**src/rtl/uart_tx_arbiter_if.sv**
```systemverilog
// Bundle between up to four byte requesters, one UART transmitter and the arbiter.
// i_* are driven into the arbiter, o_* are driven by it.
interface uart_tx_arbiter_if;
  logic [3:0]  i_req;
  logic [31:0] i_din;
  logic        i_tx_rdy;
  logic        i_clr_ovr;
  logic        o_tx_load;
  logic [7:0]  o_tx_data;
  logic [3:0]  o_grant;
  logic [3:0]  o_done;
  logic [3:0]  o_ovr;
  logic        o_busy;

  modport slave (
    input  i_req, i_din, i_tx_rdy, i_clr_ovr,
    output o_tx_load, o_tx_data, o_grant, o_done, o_ovr, o_busy
  );

  modport master (
    output i_req, i_din, i_tx_rdy, i_clr_ovr,
    input  o_tx_load, o_tx_data, o_grant, o_done, o_ovr, o_busy
  );
endinterface

```
**src/rtl/uart_tx_arbiter.sv**
```systemverilog
// Four-requester round-robin arbiter feeding a single UART transmitter.
// Each requester gets a one-byte holding register and a sticky overrun flag.
module uart_tx_arbiter (
  input  logic             clk,
  input  logic             reset,
  uart_tx_arbiter_if.slave bus
);

  typedef enum logic [1:0] {
    S_IDLE,
    S_LOAD,
    S_WAIT_BUSY,
    S_WAIT_DONE
  } state_t;

  state_t     r_state;
  state_t     w_state_next;
  logic [1:0] r_cur;
  logic [1:0] w_cur_next;
  logic [1:0] r_last;
  logic [1:0] w_last_next;
  logic [3:0] r_done;
  logic [3:0] w_done_next;

  logic [3:0] r_q1;
  logic [3:0] r_q2;
  logic [3:0] w_ped;
  logic [3:0] r_pending;
  logic [3:0] r_ovr;
  logic [7:0] r_hold [4];
  logic [7:0] w_din_byte [4];

  logic [3:0] w_clear;
  logic [3:0] w_pend_eff;
  logic [3:0] w_capture;
  logic [3:0] w_overrun;
  logic [1:0] w_sel;
  logic       w_sel_valid;

  genvar gi;
  generate
    for (gi = 0; gi < 4; gi++) begin : g_din
      assign w_din_byte[gi] = bus.i_din[8*gi +: 8];
    end
  endgenerate

  always_ff @(posedge clk or posedge reset) begin
    if (reset) begin
      r_q1 <= 4'b0000;
      r_q2 <= 4'b0000;
    end else begin
      r_q1 <= bus.i_req;
      r_q2 <= r_q1;
    end
  end

  assign w_ped = r_q1 & ~r_q2;

  // The channel being loaded counts as free this cycle, so a coincident edge re-arms it cleanly.
  assign w_clear    = (r_state == S_LOAD) ? (4'b0001 << r_cur) : 4'b0000;
  assign w_pend_eff = r_pending & ~w_clear;
  assign w_capture  = w_ped & ~w_pend_eff;
  assign w_overrun  = w_ped & w_pend_eff;

  always_ff @(posedge clk or posedge reset) begin
    if (reset) begin
      r_pending <= 4'b0000;
      r_ovr     <= 4'b0000;
      for (int i = 0; i < 4; i++) begin
        r_hold[i] <= 8'h00;
      end
    end else begin
      r_pending <= w_pend_eff | w_capture;
      r_ovr     <= (r_ovr & {4{~bus.i_clr_ovr}}) | w_overrun;
      for (int i = 0; i < 4; i++) begin
        if (w_capture[i]) begin
          r_hold[i] <= w_din_byte[i];
        end
      end
    end
  end

  // Scan from farthest to nearest so the nearest pending channel after r_last wins.
  always_comb begin
    w_sel       = r_last;
    w_sel_valid = 1'b0;
    for (int k = 4; k >= 1; k--) begin
      if (r_pending[r_last + 2'(k)]) begin
        w_sel       = r_last + 2'(k);
        w_sel_valid = 1'b1;
      end
    end
  end

  always_ff @(posedge clk or posedge reset) begin
    if (reset) begin
      r_state <= S_IDLE;
      r_cur   <= 2'd0;
      r_last  <= 2'd3;
      r_done  <= 4'b0000;
    end else begin
      r_state <= w_state_next;
      r_cur   <= w_cur_next;
      r_last  <= w_last_next;
      r_done  <= w_done_next;
    end
  end

  always_comb begin
    w_state_next = r_state;
    w_cur_next   = r_cur;
    w_last_next  = r_last;
    w_done_next  = 4'b0000;
    case (r_state)
      S_IDLE: begin
        if (bus.i_tx_rdy && w_sel_valid) begin
          w_state_next = S_LOAD;
          w_cur_next   = w_sel;
          w_last_next  = w_sel;
        end
      end
      S_LOAD: begin
        w_state_next = S_WAIT_BUSY;
      end
      S_WAIT_BUSY: begin
        if (!bus.i_tx_rdy) begin
          w_state_next = S_WAIT_DONE;
        end
      end
      S_WAIT_DONE: begin
        if (bus.i_tx_rdy) begin
          w_state_next = S_IDLE;
          w_done_next  = 4'b0001 << r_cur;
        end
      end
      default: begin
        w_state_next = S_IDLE;
      end
    endcase
  end

  assign bus.o_tx_load = (r_state == S_LOAD);
  assign bus.o_tx_data = (r_state == S_LOAD) ? r_hold[r_cur] : 8'h00;
  assign bus.o_grant   = (r_state != S_IDLE) ? (4'b0001 << r_cur) : 4'b0000;
  assign bus.o_done    = r_done;
  assign bus.o_ovr     = r_ovr;
  assign bus.o_busy    = (r_state != S_IDLE);

endmodule

```
**src/flat_wrapper.sv**
```systemverilog
// flat-port wrapper written by rule: the top's interface ports become plain ports
module uart_tx_arbiter_flat 
  (clk, reset, bus_i_req, bus_i_din, bus_i_tx_rdy, bus_i_clr_ovr, bus_o_tx_load, bus_o_tx_data, bus_o_grant, bus_o_done, bus_o_ovr, bus_o_busy);
  uart_tx_arbiter_if bus_i ();
  input  logic clk;
  input  logic reset;
  input wire logic [$bits(bus_i.i_req)-1:0] bus_i_req;
  input wire logic [$bits(bus_i.i_din)-1:0] bus_i_din;
  input wire logic [$bits(bus_i.i_tx_rdy)-1:0] bus_i_tx_rdy;
  input wire logic [$bits(bus_i.i_clr_ovr)-1:0] bus_i_clr_ovr;
  output wire logic [$bits(bus_i.o_tx_load)-1:0] bus_o_tx_load;
  output wire logic [$bits(bus_i.o_tx_data)-1:0] bus_o_tx_data;
  output wire logic [$bits(bus_i.o_grant)-1:0] bus_o_grant;
  output wire logic [$bits(bus_i.o_done)-1:0] bus_o_done;
  output wire logic [$bits(bus_i.o_ovr)-1:0] bus_o_ovr;
  output wire logic [$bits(bus_i.o_busy)-1:0] bus_o_busy;
  assign bus_i.i_req = bus_i_req;
  assign bus_i.i_din = bus_i_din;
  assign bus_i.i_tx_rdy = bus_i_tx_rdy;
  assign bus_i.i_clr_ovr = bus_i_clr_ovr;
  assign bus_o_tx_load = bus_i.o_tx_load;
  assign bus_o_tx_data = bus_i.o_tx_data;
  assign bus_o_grant = bus_i.o_grant;
  assign bus_o_done = bus_i.o_done;
  assign bus_o_ovr = bus_i.o_ovr;
  assign bus_o_busy = bus_i.o_busy;
  uart_tx_arbiter u_core (.clk(clk), .reset(reset), .bus(bus_i));
endmodule
```
**config.mk**
```make
export PLATFORM = sky130hd
export DESIGN_NAME = uart_tx_arbiter_flat
export DESIGN_NICKNAME = d
export VERILOG_FILES = /design/src/rtl/uart_tx_arbiter_if.sv /design/src/rtl/uart_tx_arbiter.sv /design/src/flat_wrapper.sv
export SDC_FILE = /design/constraint.sdc
export NUM_CORES = 1
export LEC_CHECK = 0
export CAP_MARGIN = 20
export CORE_AREA = 2 2 71 80
export CTS_CLUSTER_DIAMETER = 120
export CTS_CLUSTER_SIZE = 10
export DETAILED_ROUTE_END_ITERATION = 12
export DIE_AREA = 0 0 73 82
export PLACE_DENSITY = 0.81
export SLEW_MARGIN = 25
export SYNTH_ARGS = -nofsm -noshare
export SYNTH_HDL_FRONTEND = slang
export SYNTH_SLANG_ARGS = --single-unit
```
**constraint.sdc**
```tcl
create_clock -name clk -period 3.5 [get_ports clk]
set_clock_uncertainty 0.05 [all_clocks]
set_input_delay 0.35 -clock clk [delete_from_list [all_inputs] [get_ports clk]]
set_output_delay 0.35 -clock clk [all_outputs]
set_load 0.05 [all_outputs]
```
==> flow_summary.json, run 1 <==
{
  "start_util": 0.508,
  "finalNonFillerCells": 326,
  "drcViolationCount": 0,
  "grt_overflow_total": 0,
  "cts_setup_buffers": 0,
  "switchingPower_mw": 1.20,
  "rsz0062_at_grt": "false",
  "fillers": 382,
  "critPathLaunchType": "register",
  "routedWlPerCell_microns": 16.6,
  "peakVddDrop_uv": 544,
  "cp.depth": 4,
  "end_kind": "primary output",
  "most-common-layout-cells": "clkdlybuf4s50_1 (61), dfrtp_1 (56), mux2_2 (31)",
  "p_comb_frac": 0.427,
  "r2r-start": "u_core.r_state[1]",
  "ys_seq_area_frac": 0.548,
  "die-area_sq_mm": 0.00599,
  "ioPinCount": 62,
  "slowest_stage": "dfrtp_1",
  "synth_edf_count": 0,
  "top_usage_layer": "met2",
  "clock_power_share": 0.194,
  "rr_endpoint": "u_core.r_hold[15]",
  "p_int_mw": 1.96,
  "met3_usage": 0.0822,
  "insertedDiodeCount": 0,
  "gr-usage-met2": 0.333,
  "synth_area_leader_cell": "dfrtp_1",
  "cp_num_buf_inv": 2,
  "clk_latency_ns": 0.33,
  "switching_share": 0.379,
  "vias": 1716,
  "critical_path_class": "reg2out",
  "cts_resized": 0,
  "critPathRequiredTime_ns": 3.10,
  "cts_tree": "yes",
  "clockBufferDepth": 2,
  "crit_arrival_ns": 2.73,
  "seqPwrFrac": 0.379,
  "synthDistinctLibCells": 34,
  "p_per_area_mw_per_mm2": 904,
  "fp.coreArea_sq_mm": 0.00522,
  "leakage_nw": 1.50,
  "grt_start_max_net_pins": 42,
  "ys_seq_elements": 58,
  "die_y_microns": 82,
  "detail-route-antenna-nets": 0,
  "postSynthCellCount": 193,
  "drt_pass1_iterations": 4,
  "via_per_inst": 5.26,
  "numCtsBuffers": 9,
  "place_inst": 310,
  "worstPathCellList": "buf_4 -> mux4_2 -> and2_1 -> clkdlybuf4s50_1",
  "max_slew.worst_pin.slew_ns": 0.808,
  "synth_area_leaders": "dfrtp_1 (53%), mux2_2 (13%), mux4_2 (6.8%), a21oi_4 (2.5%), ha_1 (2.4%)",
  "rows": 28,
  "status": "complete, no violations",
  "synthArstFlopShare": 1.00,
  "hold_viol": 0,
  "grtUsageTotal": 0.199,
  "maxCapViolations": 0,
  "final_common_cell": "clkdlybuf4s50_1",
  "area_delta_synth_final_pct": 32.0,
  "hold_ws_ns": 0.333,
  "crit_family": "buffers and inverters",
  "nets": 306,
  "setup_viol": 0,
  "grt_pass1_wl_mm": 8.56,
  "drtIter0Drc": 69,
  "dieWidth_microns": 73,
  "cts.sink_count": 58,
  "crit_path_end": "bus_o_tx_data[4]",
  "drt-total-wl_mm": 5.40,
  "hpwl_mm": 3.70,
  "slowest_delay_ns": 0.76,
  "layout-drive-gt1-share": 0.259,
  "worst_r2r_path_depth": 5,
  "gp_congestion": 0.768,
  "synth.net_count": 238,
  "max_slew_margin": 0.461,
  "synth_top_area_share": 0.529,
  "fmax_mhz": 320,
  "hold_class": "reg2reg",
  "netlist_area_sq_mm": 0.00265,
  "setup-tns-final_ns": 0,
  "grt_pass1_vias": 1814,
  "regToRegSetupSlack_ns": 1.20,
  "use_met1": 0.233,
  "maxSlewViolCount": 0,
  "min_period_ns": 3.13,
  "ys_warn_count": 0,
  "clk_pin_slew_worst_paths_ns": 0.06,
  "crit_start": "u_core.r_cur[1]",
  "path_max_fanout": 11,
  "final-seq-area_sq_mm": 0.00145,
  "clockRootBuffer": "clkbuf_8",
  "h-tree-depth": 3,
  "io_buffers": 61,
  "multi_input_area_sq_mm": 0.00110,
  "period_share": 0.894,
  "cts_hold_buf": 0,
  "synth-main-ff-cell": "dfrtp_1",
  "antenna_found_initial": 0,
  "syn_area_per_cell_sq_um": 13.7
}
sequential cells by signal (all words and copies together), names as in the netlist:
name	cells
u_core.bus.o_done	4
u_core.r_pending	4
u_core.r_q1	4
u_core.bus.o_ovr	4
u_core.r_last	2
u_core.r_cur	2
u_core.r_hold	32
u_core.r_q2	4
u_core.r_state	2
cells in the mapped netlist, types with 2 or more instances:
| library cell | n |
|---|---|
| a21o_1 | 2 |
| a21oi_1 | 2 |
| a21oi_4 | 4 |
| a31oi_1 | 2 |
| and2_1 | 8 |
| buf_2 | 3 |
| buf_6 | 3 |
| dfrtp_1 | 56 |
| dfstp_2 | 2 |
| ha_1 | 5 |
| inv_1 | 10 |
| mux2_1 | 2 |
| mux2_2 | 31 |
| mux4_2 | 8 |
| nand2_1 | 14 |
| nand2b_1 | 7 |
| nor2_1 | 10 |
| nor3_1 | 4 |
| o22ai_1 | 5 |
power groups by stage:
| stage | Sequential (mW) | Combinational [mW] | Clock [mW] |
|---|---|---|---|
| after CTS | 1.20 | 1.36 | 0.630 |
| after global placement | 1.19 | 1.32 | 0 |
| after floorplan | 1.13 | 1.08 | 0 |
| final | 1.20 | 1.35 | 0.613 |
| after global routing | 1.24 | 1.45 | 0.656 |
| after detailed placement | 1.21 | 1.36 | 0 |
kinds of logic (layout without fill, tap and decap cells):
logic type      Yosys count  in the layout  synth area share
buf+inv                  17             90            0.0354
mux                      41             41             0.208
fa+ha+maj                 5              5            0.0236
flops                    58             58             0.548
compound gates           22             22            0.0798
simple gates             50             50             0.105
how the worst min path moves through the flow:
stage | depth (start not counted) | slack, ns | end | startpoint
global route | 0 | 0.35 | u_core.r_q2[0] | u_core.r_q1[0]
finish | 0 | 0.33 | u_core.r_q2[1] | u_core.r_q1[1]
CTS | 0 | 0.33 | u_core.r_q2[1] | u_core.r_q1[1]
detailed placement | 0 | 0.32 | u_core.r_q2[1] | u_core.r_q1[1]
global placement | 0 | 0.31 | u_core.r_q2[3] | u_core.r_q1[3]
floorplan | 0 | 0.30 | u_core.r_q2[0] | u_core.r_q1[0]
layout make-up:
cell class / count / share of cell area
Inverter: 10 / 0.0107
Timing Repair Buffer: 64 / 0.181
Multi-Input combinational cell: 118 / 0.315
Sequential cell: 58 / 0.415
Tap cell: 60 / 0.0214
Clock inverter: 2 / 0.0100
Clock buffer: 14 / 0.0465
routing by layer:
metal  share of wire  wire (microns)
met4           0.013              72
met1            0.43            2300
met5               0               0
met3           0.057             306
met2            0.50            2730
through the flow:
| stage | setup slack (ns) | utilization | cell area [sq um] | total power [mW] |
|---|---|---|---|---|
| 6_report | 0.372 | 0.671 | 3500 | 3.16 |
| 3_3_place_gp | 0.715 | 0.633 | 3300 | 2.52 |
| 3_5_place_dp | 0.711 | 0.633 | 3300 | 2.56 |
| 5_1_grt | 0.224 | 0.671 | 3500 | 3.34 |
| 2_1_floorplan | 1.34 | - | 2650 | 2.20 |
| 4_1_cts | 0.326 | 0.671 | 3500 | 3.20 |
(Power assumes the default switching activity.)
==> inputs of run 2 (changes only) <==
--- a/config.mk
+++ b/config.mk
@@ -6,12 +6,12 @@
 export NUM_CORES = 1
 export LEC_CHECK = 0
 export CAP_MARGIN = 20
-export CORE_AREA = 2 2 71 80
+export CORE_AREA = 2 2 81 91
 export CTS_CLUSTER_DIAMETER = 120
 export CTS_CLUSTER_SIZE = 10
 export DETAILED_ROUTE_END_ITERATION = 12
-export DIE_AREA = 0 0 73 82
-export PLACE_DENSITY = 0.81
+export DIE_AREA = 0 0 83 93
+export PLACE_DENSITY = 0.64
 export SLEW_MARGIN = 25
 export SYNTH_ARGS = -nofsm -noshare
 export SYNTH_HDL_FRONTEND = slang
==> flow_summary.json, run 2 (synthesis results as in run 1) <==
{
  "status": "complete, no violations",
  "die-area_sq_mm": 0.00772,
  "hold_class": "in2async",
  "fmax_mhz": 327,
  "power.total_mw": 3.33,
  "crit_arrival_ns": 2.66,
  "start_util": 0.387,
  "nets": 306,
  "switchingPower_mw": 1.22,
  "p_int_mw": 2.11,
  "ioPinCount": 62,
  "area_delta_synth_final_pct": 35.3,
  "drt-total-wl_mm": 5.49,
  "cts_hold_buf": 0,
  "max_slew.worst_pin.slew_ns": 0.843,
  "critPathRequiredTime_ns": 3.10,
  "antenna_found_initial": 0,
  "period_share": 0.875,
  "min_period_ns": 3.06,
  "routedWlPerCell_microns": 15.6,
  "layout-drive-gt1-share": 0.271,
  "grt_overflow_total": 0,
  "grt_start_max_net_pins": 42,
  "clockBufferDepth": 2,
  "largest_register_ffs": 32,
  "critical_path_class": "reg2out",
  "cts_setup_buffers": 0,
  "grt_pass1_vias": 1845,
  "end_kind": "primary output",
  "cts_resized": 0,
  "h-tree-depth": 3,
  "finalNonFillerCells": 351,
  "grt_pass1_wl_mm": 9.04,
  "gp_congestion": 0.742,
  "clock_power_share": 0.232,
  "max_slew_margin": 0.438,
  "hpwl_mm": 3.76,
  "via_per_inst": 4.91,
  "drtIter0Drc": 129,
  "switching_share": 0.366,
  "vias": 1722,
  "clockRootBuffer": "clkbuf_8",
  "clk_latency_ns": 0.33,
  "largest-register": "u_core.r_hold",
  "hold_viol": 0,
  "maxSlewViolCount": 0,
  "p_per_area_mw_per_mm2": 927,
  "place_inst": 335,
  "p_comb_frac": 0.406,
  "regToRegSetupSlack_ns": 1.26,
  "detail-route-antenna-nets": 0,
  "cts.sink_count": 58,
  "cts_tree": "yes",
  "final_common_cell": "clkdlybuf4s50_1",
  "insertedDiodeCount": 0,
  "setup-tns-final_ns": 0,
  "die_y_microns": 93,
  "path_max_fanout": 15,
  "fp.coreArea_sq_mm": 0.00685,
  "most-common-layout-cells": "clkdlybuf4s50_1 (61), dfrtp_1 (56), mux2_2 (31)",
  "rows": 32,
  "peakVddDrop_uv": 485,
  "maxCapViolations": 0,
  "numCtsBuffers": 9,
  "clk_pin_slew_worst_paths_ns": 0.07,
  "dieWidth_microns": 83,
  "rsz0062_at_grt": "false",
  "critPathLaunchType": "register",
  "drt_pass1_iterations": 4,
  "io_buffers": 61,
  "grtUsageTotal": 0.154,
  "seqPwrFrac": 0.362,
  "drcViolationCount": 0,
  "leakage_nw": 1.53,
  "setup_viol": 0
}
## run 2: power groups by stage
stage	logic, mW	registers, mW	clock network, mW
after global placement	1.34	1.20	0
after floorplan	1.08	1.13	0
after detailed placement	1.36	1.21	0
after global routing	1.45	1.25	0.820
after CTS	1.37	1.21	0.785
final	1.35	1.20	0.772
## run 2: critical path, cell delays in order, from the launching register on
cell and delay, ns:
dfrtp_1 0.85, mux4_2 0.60, and2_1 0.18, clkdlybuf4s50_1 0.69
## run 2: stage by stage
stage / worst slack, ns / hold WS, ns / cell area [sq um] / utilization
detailed placement: 0.772 / 0.317 / 3330 / 0.487
floorplan: 1.34 / 0.305 / 2650 / -
CTS: 0.379 / 0.269 / 3590 / 0.524
global route: 0.268 / 0.301 / 3590 / 0.524
finish: 0.438 / 0.259 / 3590 / 0.524
global placement: 0.766 / 0.312 / 3330 / 0.487
## run 2: final timing paths
kind,startpoint,end,depth (start not counted)
max,u_core.r_cur[1],bus_o_tx_data[0],3
min,reset,u_core.r_hold[25],2
max reg2reg,u_core.r_state[1],u_core.r_hold[9],6
min reg2reg,u_core.r_q1[0],u_core.r_q2[0],0
max in group asynchronous,reset,u_core.r_last[0],3
min in group clk,u_core.r_q1[0],u_core.r_q2[0],0
## run 2: cell type report
| cell class | count | area [sq um] |
|---|---|---|
| multi-input cells | 118 | 1100 |
| well taps | 85 | 106 |
| inverters | 10 | 37.5 |
| clock buffers | 11 | 151 |
| repair buffers | 64 | 633 |
| clock inverters | 5 | 100 |
| fillers | 608 | 3260 |
| flip-flops and latches | 58 | 1450 |
## run 2: layer usage
layer	GRT usage	vias to the layer above	wire, microns
li1	-	809	-
met1	0.191	854	2400
met2	0.247	48	2680
met3	0.0424	11	287
met4	0.0820	0	119
met5	0	-	0
==> patch, RTL diff (flow settings as in run 1) <==
The 4 states of `state_t` get a one-hot encoding in 4 bits.
--- a/src/rtl/uart_tx_arbiter.sv
+++ b/src/rtl/uart_tx_arbiter.sv
@@ -6,11 +6,11 @@
   uart_tx_arbiter_if.slave bus
 );
 
-  typedef enum logic [1:0] {
-    S_IDLE,
-    S_LOAD,
-    S_WAIT_BUSY,
-    S_WAIT_DONE
+  typedef enum logic [3:0] {
+    S_IDLE      = 4'b0001,
+    S_LOAD      = 4'b0010,
+    S_WAIT_BUSY = 4'b0100,
+    S_WAIT_DONE = 4'b1000
   } state_t;
 
   state_t     r_state;
Function: same outputs for any inputs over 10 cycles, from zero or initial values and one cycle with reset high; not proved beyond that.
==> patch against run 1 <==
- worst setup slack gained 0.050 ns
- synthesized area grew 1.8%
- sequential cell count rose by 2
- total power decreased by 8.6%
- global-route usage hardly changed
- design area grew 0.96%
- count of clock-buffer cells in the layout down 3
- routed wire length up 0.17%
==> patch: results (changes against run 1) <==
- Syn Inst Count: 191 (-1.0%)
- Met2 routed WL: 2660 um (-2.5%)
- I/O Buffers: 61 (unchanged)
- Placed inst area: 3330 um2 (+0.91%)
- Worst setup margin: 0.421 ns (+0.0498 ns)
- DP HPWL: 3960 um (+7.0%)
- Largest net degree at the start of global routing: 27 (-36%)
- Asr flop ratio synth: 100% (unchanged)
- Share of cells above drive strength 1: 27.2% (+1.3 points)
- Arrival @ worst endpoint: 2.68 ns (-0.05 ns)
- Largest stage delay, worst path: 0.88 ns (+0.12 ns)
- DR pass1 iterations: 4 (unchanged)
- Top cells by count, synth: dfrtp_1, mux2_2, mux2_4
- Final hold slack: 0.315 ns (-0.0182 ns)
- H-Tree Depth: 3 (unchanged)
- CP endpoint: bus_o_tx_data[3]
- R2R setup slack: 1.26 ns (+0.06 ns)
- Hold Crit Class: input pin to asynchronous set/reset pin
- Met2 Use GR: 30.8% (-2.5 points)
- Vias in the first global route: 1783 (-1.7%)
- Antenna Cells: 0 (unchanged)
- First-pass GRT wire length: 8630 um (+0.88%)
- Met1 wire length: 2370 um (+3.3%)
- Net Count, Synth: 231 (-2.9%)
- Reg clk slew, reported paths: 0.06 ns (about the same)
- Initial DRC count: 63 (-8.7%)
- Distinct cells, synth: 39 (+15%)
- Leak Pwr: 1.52 nW (+1.3%)
- Met3 Use GR: 4.79% (-3.4 points)
- Met3 wire len: 293 um (-4.2%)
- Sequential area share after synthesis: 55.8% (+0.93 points)
- Pre-CTS setup slack: 0.753 ns (+0.0426 ns)
- CP Max Fanout: 17 (+6)
- Synth area leaders: dfrtp_1, mux2_4, mux2_2
- Fillers: 382 (unchanged)
- Cells on worst reg2reg path: 3 (-2)
- Cell family with most CP delay: flip-flops
- Top Layer Used: met4
- Vias per inst: 5.53 (+5.1%)
- Post-Place Cells: 305 (-1.6%)
- Met1 usage: 25.9% (+2.6 points)
- Max_slew headroom: 45.5% (-0.61 points)
- Outcome: finished clean
- Final cell count without fillers: 321 (-1.5%)
- Max reg flops: 32 (unchanged)
- Fin nets: 296 (-3.3%)
- Reg2reg start: u_core.r_cur[1]$_DFFE_PP0P_
- Final WL: 5410 um (+0.17%)
- Biggest area consumer among synthesized cells: dfrtp_1
- Max IR drop VDD: 406 uV (-25%)
- Syn. warnings: 0 (unchanged)
- Reg2Reg Capture Point: u_core.r_hold[18]$_DFFE_PP0P_
- Most flops, register: u_core.r_hold
- Total global-route track usage: 19.9% (-0.032 points)
- Post-CTS Setup Repair Bufs: 0 (unchanged)
- Routability cong.: 0.761 (-0.90%)
## patch: where the power goes
part | switching, mW | internal, mW | leakage (nW)
clock network | 0.261 | 0.362 | 0.109
registers | 0.241 | 0.958 | 0.702
logic | 0.468 | 0.602 | 0.705
## patch: cell type report
cell class              instances  area (um2)  share of cell area, %
clock buffers                  11         151                   4.28
multi-input cells             112        1090                   30.8
well taps                      60        75.1                   2.12
flip-flops and latches         60        1510                   42.6
repair buffers                 63         626                   17.7
clock inverters                 5        50.0                   1.42
inverters                      10        37.5                   1.06
## patch: worst register-to-register path, stage by stage, from the launching register on
cell	delay, ns
dfrtp_1	0.88
nand2b_1	0.30
o31a_1	0.55
mux2_4	0.36
## patch: kinds of logic after synthesis
| family | Yosys count | share of synthesized area [%] |
|---|---|---|
| flops | 60 | 55.8 |
| simple gates | 49 | 11.3 |
| mux | 41 | 22.7 |
| compound gates | 21 | 6.12 |
| buf+inv | 19 | 3.85 |
| xor+xnor | 1 | 0.325 |
